$ cat config.mk
export PLATFORM = sky130hd
export DESIGN_NAME = uart_tx_buffer
export DESIGN_NICKNAME = d
export VERILOG_FILES = /design/src/rtl/uart_tx_buffer.sv
export SDC_FILE = /design/constraint.sdc
export NUM_CORES = 1
export LEC_CHECK = 0
export CAP_MARGIN = 25
export CORE_ASPECT_RATIO = 0.75
export CORE_MARGIN = 2
export CORE_UTILIZATION = 40
export DETAILED_ROUTE_END_ITERATION = 16
export GPL_ROUTABILITY_DRIVEN = 0
export GPL_TIMING_DRIVEN = 1
export PLACE_DENSITY_LB_ADDON = 0.05
export SLEW_MARGIN = 10
export SYNTH_ARGS = -nofsm -noshare
export SYNTH_HDL_FRONTEND = slang
export SYNTH_SLANG_ARGS = --single-unit
$ cat constraint.sdc
create_clock -name i_Clk -period 3.1 [get_ports i_Clk]
set_input_delay 0.31 -clock i_Clk [delete_from_list [all_inputs] [get_ports i_Clk]]
set_output_delay 0.31 -clock i_Clk [all_outputs]
set_load 0.1 [all_outputs]
$ cat src/rtl/uart_tx_buffer.sv
// uart_tx_buffer: byte FIFO in front of a UART transmitter, with launch pacing.
//
// Bytes arriving on i_DV/i_Byte are queued in a circular FIFO. A small FSM
// pops one byte at a time, pulses o_Tx_DV for one cycle, waits for the
// transmitter's i_Tx_Done, then idles CLKS_GUARD extra clocks before the next
// launch. Only one byte is ever in flight.
//
// Parameters
//   DEPTH       FIFO entries, power of 2 in 4..256
//   CLKS_GUARD  idle clocks between i_Tx_Done and the next launch, 0..15
// Ports
//   i_Clk        system clock, rising edge
//   rst          synchronous active-low reset
//   i_DV/i_Byte  one-cycle write strobe and data byte
//   i_Tx_Active  transmitter busy; holds off a launch while in idle
//   i_Tx_Done    transmitter completion pulse; only honoured while busy
//   o_Tx_DV      one-cycle launch strobe
//   o_Tx_Byte    byte being sent; held until the next launch
//   o_Count      FIFO occupancy; o_Full / o_Empty derived flags (registered)
//   o_Overflow   sticky: a write was dropped because the FIFO was full
module uart_tx_buffer #(
  parameter int unsigned DEPTH      = 16,
  parameter int unsigned CLKS_GUARD = 2
) (
  input  logic                     i_Clk,
  input  logic                     rst,
  input  logic                     i_DV,
  input  logic [7:0]               i_Byte,
  input  logic                     i_Tx_Active,
  input  logic                     i_Tx_Done,
  output logic                     o_Tx_DV,
  output logic [7:0]               o_Tx_Byte,
  output logic [$clog2(DEPTH):0]   o_Count,
  output logic                     o_Full,
  output logic                     o_Empty,
  output logic                     o_Overflow
);

  localparam int unsigned AW = $clog2(DEPTH);
  localparam logic [AW:0] FullCount = (AW+1)'(DEPTH);

  typedef enum logic [1:0] {StIdle, StLaunch, StBusy, StGuard} state_e;

  state_e          state_q, state_d;
  logic [3:0]      guard_q, guard_d;
  logic [AW-1:0]   wr_ptr_q, rd_ptr_q;
  logic [AW:0]     count_q, count_d;
  logic            full_q, empty_q, overflow_q;
  logic [7:0]      tx_byte_q;
  logic [7:0]      mem [DEPTH];
  logic            pop, push;

  // Pop happens on the idle->launch transition; a pop frees a slot, so a
  // write while full is still accepted in that same cycle.
  assign pop  = (state_q == StIdle) && !empty_q && !i_Tx_Active;
  assign push = i_DV && (!full_q || pop);

  always_comb begin
    count_d = count_q;
    unique case ({push, pop})
      2'b10:   count_d = count_q + (AW+1)'(1);
      2'b01:   count_d = count_q - (AW+1)'(1);
      default: count_d = count_q;
    endcase
  end

  // Storage needs no reset; gating on rst keeps writes out of the reset cycle.
  always_ff @(posedge i_Clk) begin
    if (push && rst) begin
      mem[wr_ptr_q] <= i_Byte;
    end
  end

  always_ff @(posedge i_Clk) begin
    if (!rst) begin
      wr_ptr_q   <= '0;
      rd_ptr_q   <= '0;
      count_q    <= '0;
      full_q     <= 1'b0;
      empty_q    <= 1'b1;
      overflow_q <= 1'b0;
      tx_byte_q  <= 8'h00;
    end else begin
      // Pointers wrap naturally since DEPTH is a power of 2.
      if (push) wr_ptr_q <= wr_ptr_q + 1'b1;
      if (pop) begin
        rd_ptr_q  <= rd_ptr_q + 1'b1;
        tx_byte_q <= mem[rd_ptr_q];
      end
      count_q <= count_d;
      full_q  <= (count_d == FullCount);
      empty_q <= (count_d == '0);
      if (i_DV && !push) overflow_q <= 1'b1;
    end
  end

  // FSM state register
  always_ff @(posedge i_Clk) begin
    if (!rst) begin
      state_q <= StIdle;
      guard_q <= 4'd0;
    end else begin
      state_q <= state_d;
      guard_q <= guard_d;
    end
  end

  // FSM next state
  always_comb begin
    state_d = state_q;
    guard_d = guard_q;
    unique case (state_q)
      StIdle: begin
        if (pop) state_d = StLaunch;
      end
      StLaunch: begin
        state_d = StBusy;
      end
      StBusy: begin
        if (i_Tx_Done) begin
          state_d = StGuard;
          guard_d = 4'(CLKS_GUARD);
        end
      end
      StGuard: begin
        if (guard_q == 4'd0) begin
          state_d = StIdle;
        end else begin
          guard_d = guard_q - 4'd1;
        end
      end
      default: state_d = StIdle;
    endcase
  end

  // FSM outputs
  always_comb begin
    o_Tx_DV = (state_q == StLaunch);
  end

  assign o_Tx_Byte  = tx_byte_q;
  assign o_Count    = count_q;
  assign o_Full     = full_q;
  assign o_Empty    = empty_q;
  assign o_Overflow = overflow_q;

endmodule

==> flow_summary.ini <==
[clocking]
tritoncts = yes
clock_tree.htree_level_count = 4
clock_latency_ps = 410
cts_num_sinks = 158
cts.clk_slew.worst_paths_ps = 60
post_cts_buffers = 0
holdBufCountCts = 0
cts_inserted_buffers = 17
clock_tree_root_buffer_cell = sky130_fd_sc_hd__clkbuf_16
cts_buffer_depth = 2

[synth]
post_synthesis_async_set_or_reset_flop_share_pct = 0
ys_types = 48
synth_area_per_cell_um2 = 17.2
seq_area_frac_synth_pct = 68.2
synth-warning-count = 0
ys_seq_elements = 158
ys_dominant_reg_cell = sky130_fd_sc_hd__edfxtp_1
synth-edff-count = 128
post_syn_nets = 406
mappedNetlistArea_mm2 = 0.00651
cells_after_synthesis = 379

[placed_design]
place.detailed.instances = 624
place_area_mm2 = 0.00712
dp_worst_setup_slack_ps = 33.5
dp_hpwl_um = 8520
portBuffers = 29

[cells_and_area]
final_util_pct = 48.2
post_layout_nonfiller_instances = 656
syn2layout_area_growth_pct = 18.2
final.fill_count = 1364
layout-drive-gt1-share_pct = 21.1
postLayoutCellArea_mm2 = 0.00770
number_of_antenna_cells_inserted = 0
final_nets = 460

[global_route]
global_route.usage.total_pct = 17.0
number_of_antenna_violations_at_the_first_check_in_global_routing = 0
maximum_number_of_pins_on_one_net_before_global_route_repair = 36
grt_residual_overflow = 0
grt_first_pass_wirelength_um = 20700
first_global_vias = 3395

[setup_path]
nature_of_the_critical_path_endpoint = flip-flop
crit_path_max_incr_delay_ps = 420
crit_path_start_kind = flip-flop
max_fo_critical_path = 4
worst-endpoint-arrival_ps = 3190
timing.critical_path.max_delay_family = adder cells
cp_slowest_cell = sky130_fd_sc_hd__or3b_4
worstPathRequired_ps = 3440
critical_path.cell_chain = inv_2 > ha_1 > or3b_4 > a21boi_4 > inv_1 > ha_1 > xor2_1 > ha_2 > a21oi_2 > mux2i_1 > xor2_1 > o311ai_2 > nor3b_2
timing_worst_setup_path_type = flip-flop to flip-flop
cp_num_buf_inv = 2

[sta]
worst_slew_pin_slew_ps = 980
slew-limit-headroom_pct = 34.5
shortest_clock_period_the_worst_path_allows_after_layout_ps = 2850
max_freq_mhz = 351
grt_setup_unrepaired = false
clock_skew_ps = 8.29
worst_hold_slack_ps = 476
finalCritPeriodShare_pct = 91.9
pins_over_slew_limit = 0
final.setup.tns_ps = 0
layout_setup_ws_ps = 251
finalHoldViolCount = 0
finalSetupViolCount = 0

[route]
detail_route.drc_violations = 0
violation_count_after_the_first_detailed_route_iteration = 294
antenna_violating_nets_post_route = 0
vias_per_cell = 5.25
detail_route.wirelength_um = 13600
drt_first_pass_iters = 4
route.vias.total = 3446
routed_wire_length_per_instance_um = 20.7

[die]
placeableCoreArea_mm2 = 0.0160
die_area_mm2 = 0.0173
floorplan.rows = 40
die_y_um = 115
die_w_um = 151
design.portCount = 30
initial_standard_cell_utilization_of_the_core_pct = 40.8

[pwr]
leakagePower_nw = 2.61
fin_total_pwr_mw = 5.83
power.ir.vdd_worst_v = 0.000357
power_density_mw_per_mm2 = 757

[min_path]
worstHoldPathType = flip-flop to flip-flop

[outcome]
status = completed

[job]
cap_violations = 0
==> cell families (layout without fill, tap and decap cells) <==
logic type      count (synthesis)  after routing  share of synthesized area [%]
buf+inv                        32             99                           3.11
compound gates                 52             52                           5.90
flops                         158            158                           68.2
xor+xnor                       14             14                           1.88
mux                            37             37                           12.6
fa+ha+maj                      14             14                           2.69
simple gates                   72             72                           5.59
==> per-layer routing <==
| metal | wire length (µm) | share of wire [%] | track usage [%] | vias up |
|---|---|---|---|---|
| met5 | 0 | 0 | 0 | - |
| met4 | 194 | 1.4 | 5.67 | 0 |
| met3 | 570 | 4.2 | 4.10 | 12 |
| met2 | 5930 | 44 | 24.0 | 56 |
| met1 | 6910 | 51 | 25.8 | 1778 |
| li1 | - | - | - | 1600 |
==> synth_stat cells, types with 2 or more instances <==
| library cell | n | area [µm²] |
|---|---|---|
| sky130_fd_sc_hd__a211oi_1 | 4 | 30.0 |
| sky130_fd_sc_hd__a21oi_1 | 13 | 65.1 |
| sky130_fd_sc_hd__a22oi_1 | 16 | 120 |
| sky130_fd_sc_hd__a31o_1 | 6 | 52.6 |
| sky130_fd_sc_hd__a31o_2 | 2 | 17.5 |
| sky130_fd_sc_hd__and2_1 | 3 | 18.8 |
| sky130_fd_sc_hd__buf_12 | 2 | 40.0 |
| sky130_fd_sc_hd__buf_2 | 2 | 10.0 |
| sky130_fd_sc_hd__buf_4 | 4 | 30.0 |
| sky130_fd_sc_hd__buf_6 | 2 | 22.5 |
| sky130_fd_sc_hd__clkbuf_1 | 6 | 22.5 |
| sky130_fd_sc_hd__clkdlybuf4s25_2 | 2 | 20.0 |
| sky130_fd_sc_hd__dfxtp_1 | 30 | 601 |
| sky130_fd_sc_hd__edfxtp_1 | 128 | 3840 |
| sky130_fd_sc_hd__ha_1 | 14 | 175 |
| sky130_fd_sc_hd__inv_1 | 12 | 45.0 |
| sky130_fd_sc_hd__mux2i_1 | 5 | 50.1 |
| sky130_fd_sc_hd__mux4_1 | 13 | 342 |
| sky130_fd_sc_hd__mux4_2 | 19 | 428 |
| sky130_fd_sc_hd__nand2_1 | 7 | 26.3 |
| sky130_fd_sc_hd__nand2b_1 | 4 | 25.0 |
| sky130_fd_sc_hd__nand3_1 | 4 | 20.0 |
| sky130_fd_sc_hd__nand4_1 | 2 | 12.5 |
| sky130_fd_sc_hd__nor2_1 | 32 | 120 |
| sky130_fd_sc_hd__nor2b_1 | 6 | 37.5 |
| sky130_fd_sc_hd__nor3_1 | 5 | 25.0 |
| sky130_fd_sc_hd__o21ai_0 | 3 | 15.0 |
| sky130_fd_sc_hd__xnor2_1 | 6 | 52.6 |
| sky130_fd_sc_hd__xor2_1 | 8 | 70.1 |
==> state kept, by name, summed over array words and instances, names as in the netlist <==
register,count
o_Full,1
state_q,2
mem,128
o_Empty,1
o_Overflow,1
wr_ptr_q,4
guard_q,4
rd_ptr_q,4
o_Tx_Byte,8
o_Count,5
==> layout by cell type (no fill, tap or decap), types with 4 or more instances in the layout <==
cell type                           n
sky130_fd_sc_hd__mux2i_1            5
sky130_fd_sc_hd__dfxtp_1           28
sky130_fd_sc_hd__clkbuf_16         18
sky130_fd_sc_hd__a31o_1             6
sky130_fd_sc_hd__xor2_1             8
sky130_fd_sc_hd__inv_1             11
sky130_fd_sc_hd__nor2b_1            6
sky130_fd_sc_hd__a211oi_1           4
sky130_fd_sc_hd__clkbuf_8           6
sky130_fd_sc_hd__nand2b_1           4
sky130_fd_sc_hd__mux4_1            13
sky130_fd_sc_hd__xnor2_1            6
sky130_fd_sc_hd__nor2_1            32
sky130_fd_sc_hd__nand2_1            7
sky130_fd_sc_hd__nor3_1             4
sky130_fd_sc_hd__buf_4             31
sky130_fd_sc_hd__nand3_1            4
sky130_fd_sc_hd__mux4_2            19
sky130_fd_sc_hd__a21oi_1           12
sky130_fd_sc_hd__ha_1              13
sky130_fd_sc_hd__clkdlybuf4s50_1   23
sky130_fd_sc_hd__a22oi_1           16
sky130_fd_sc_hd__edfxtp_1         128
sky130_fd_sc_hd__clkbuf_1           4
==> worst reg2reg max path, cell delays in order, from the launching register on <==
cell	delay, ps
sky130_fd_sc_hd__dfxtp_1	350
sky130_fd_sc_hd__inv_2	80
sky130_fd_sc_hd__ha_1	170
sky130_fd_sc_hd__or3b_4	420
sky130_fd_sc_hd__a21boi_4	140
sky130_fd_sc_hd__inv_1	70
sky130_fd_sc_hd__ha_1	210
sky130_fd_sc_hd__xor2_1	170
sky130_fd_sc_hd__ha_2	220
sky130_fd_sc_hd__a21oi_2	140
sky130_fd_sc_hd__mux2i_1	230
sky130_fd_sc_hd__xor2_1	230
sky130_fd_sc_hd__o311ai_2	170
sky130_fd_sc_hd__nor3b_2	170
==> power breakdown <==
| part | switching, mW | internal (mW) | leakage, nW |
|---|---|---|---|
| Combinational | 0.846 | 0.516 | 0.927 |
| Clock | 0.775 | 1.20 | 0.286 |
| Sequential | 0.0945 | 2.40 | 1.40 |
| Total | 1.72 | 4.11 | 2.61 |
==> repair_timing <==
item                                   in CTS  in global routing
endpoints found under the hold margin       0                  0
gates resized for setup                     0                  5
setup endpoints to repair                   0                  3
==> worst paths after layout <==
| kind | startpoint | to | slack, ps | cells past startpoint |
|---|---|---|---|---|
| max | state_q[1] | o_Full | 250 | 13 |
| min reg2reg | o_Tx_Byte[6] | o_Tx_Byte[6] | 480 | 1 |
| min | o_Tx_Byte[6] | o_Tx_Byte[6] | 480 | 1 |
| max reg2reg | state_q[1] | o_Full | 250 | 13 |
==> final cells by class <==
| cell class | instances | area (µm²) | area share (%) |
|---|---|---|---|
| Timing Repair Buffer | 55 | 483 | 6.27 |
| Clock inverter | 4 | 23.8 | 0.309 |
| Tap cell | 210 | 263 | 3.41 |
| Multi-Input combinational cell | 189 | 1890 | 24.5 |
| Sequential cell | 158 | 4450 | 57.8 |
| Inverter | 12 | 45.0 | 0.585 |
| Clock buffer | 28 | 548 | 7.12 |
No activity file was read; power rests on OpenSTA's default activity.
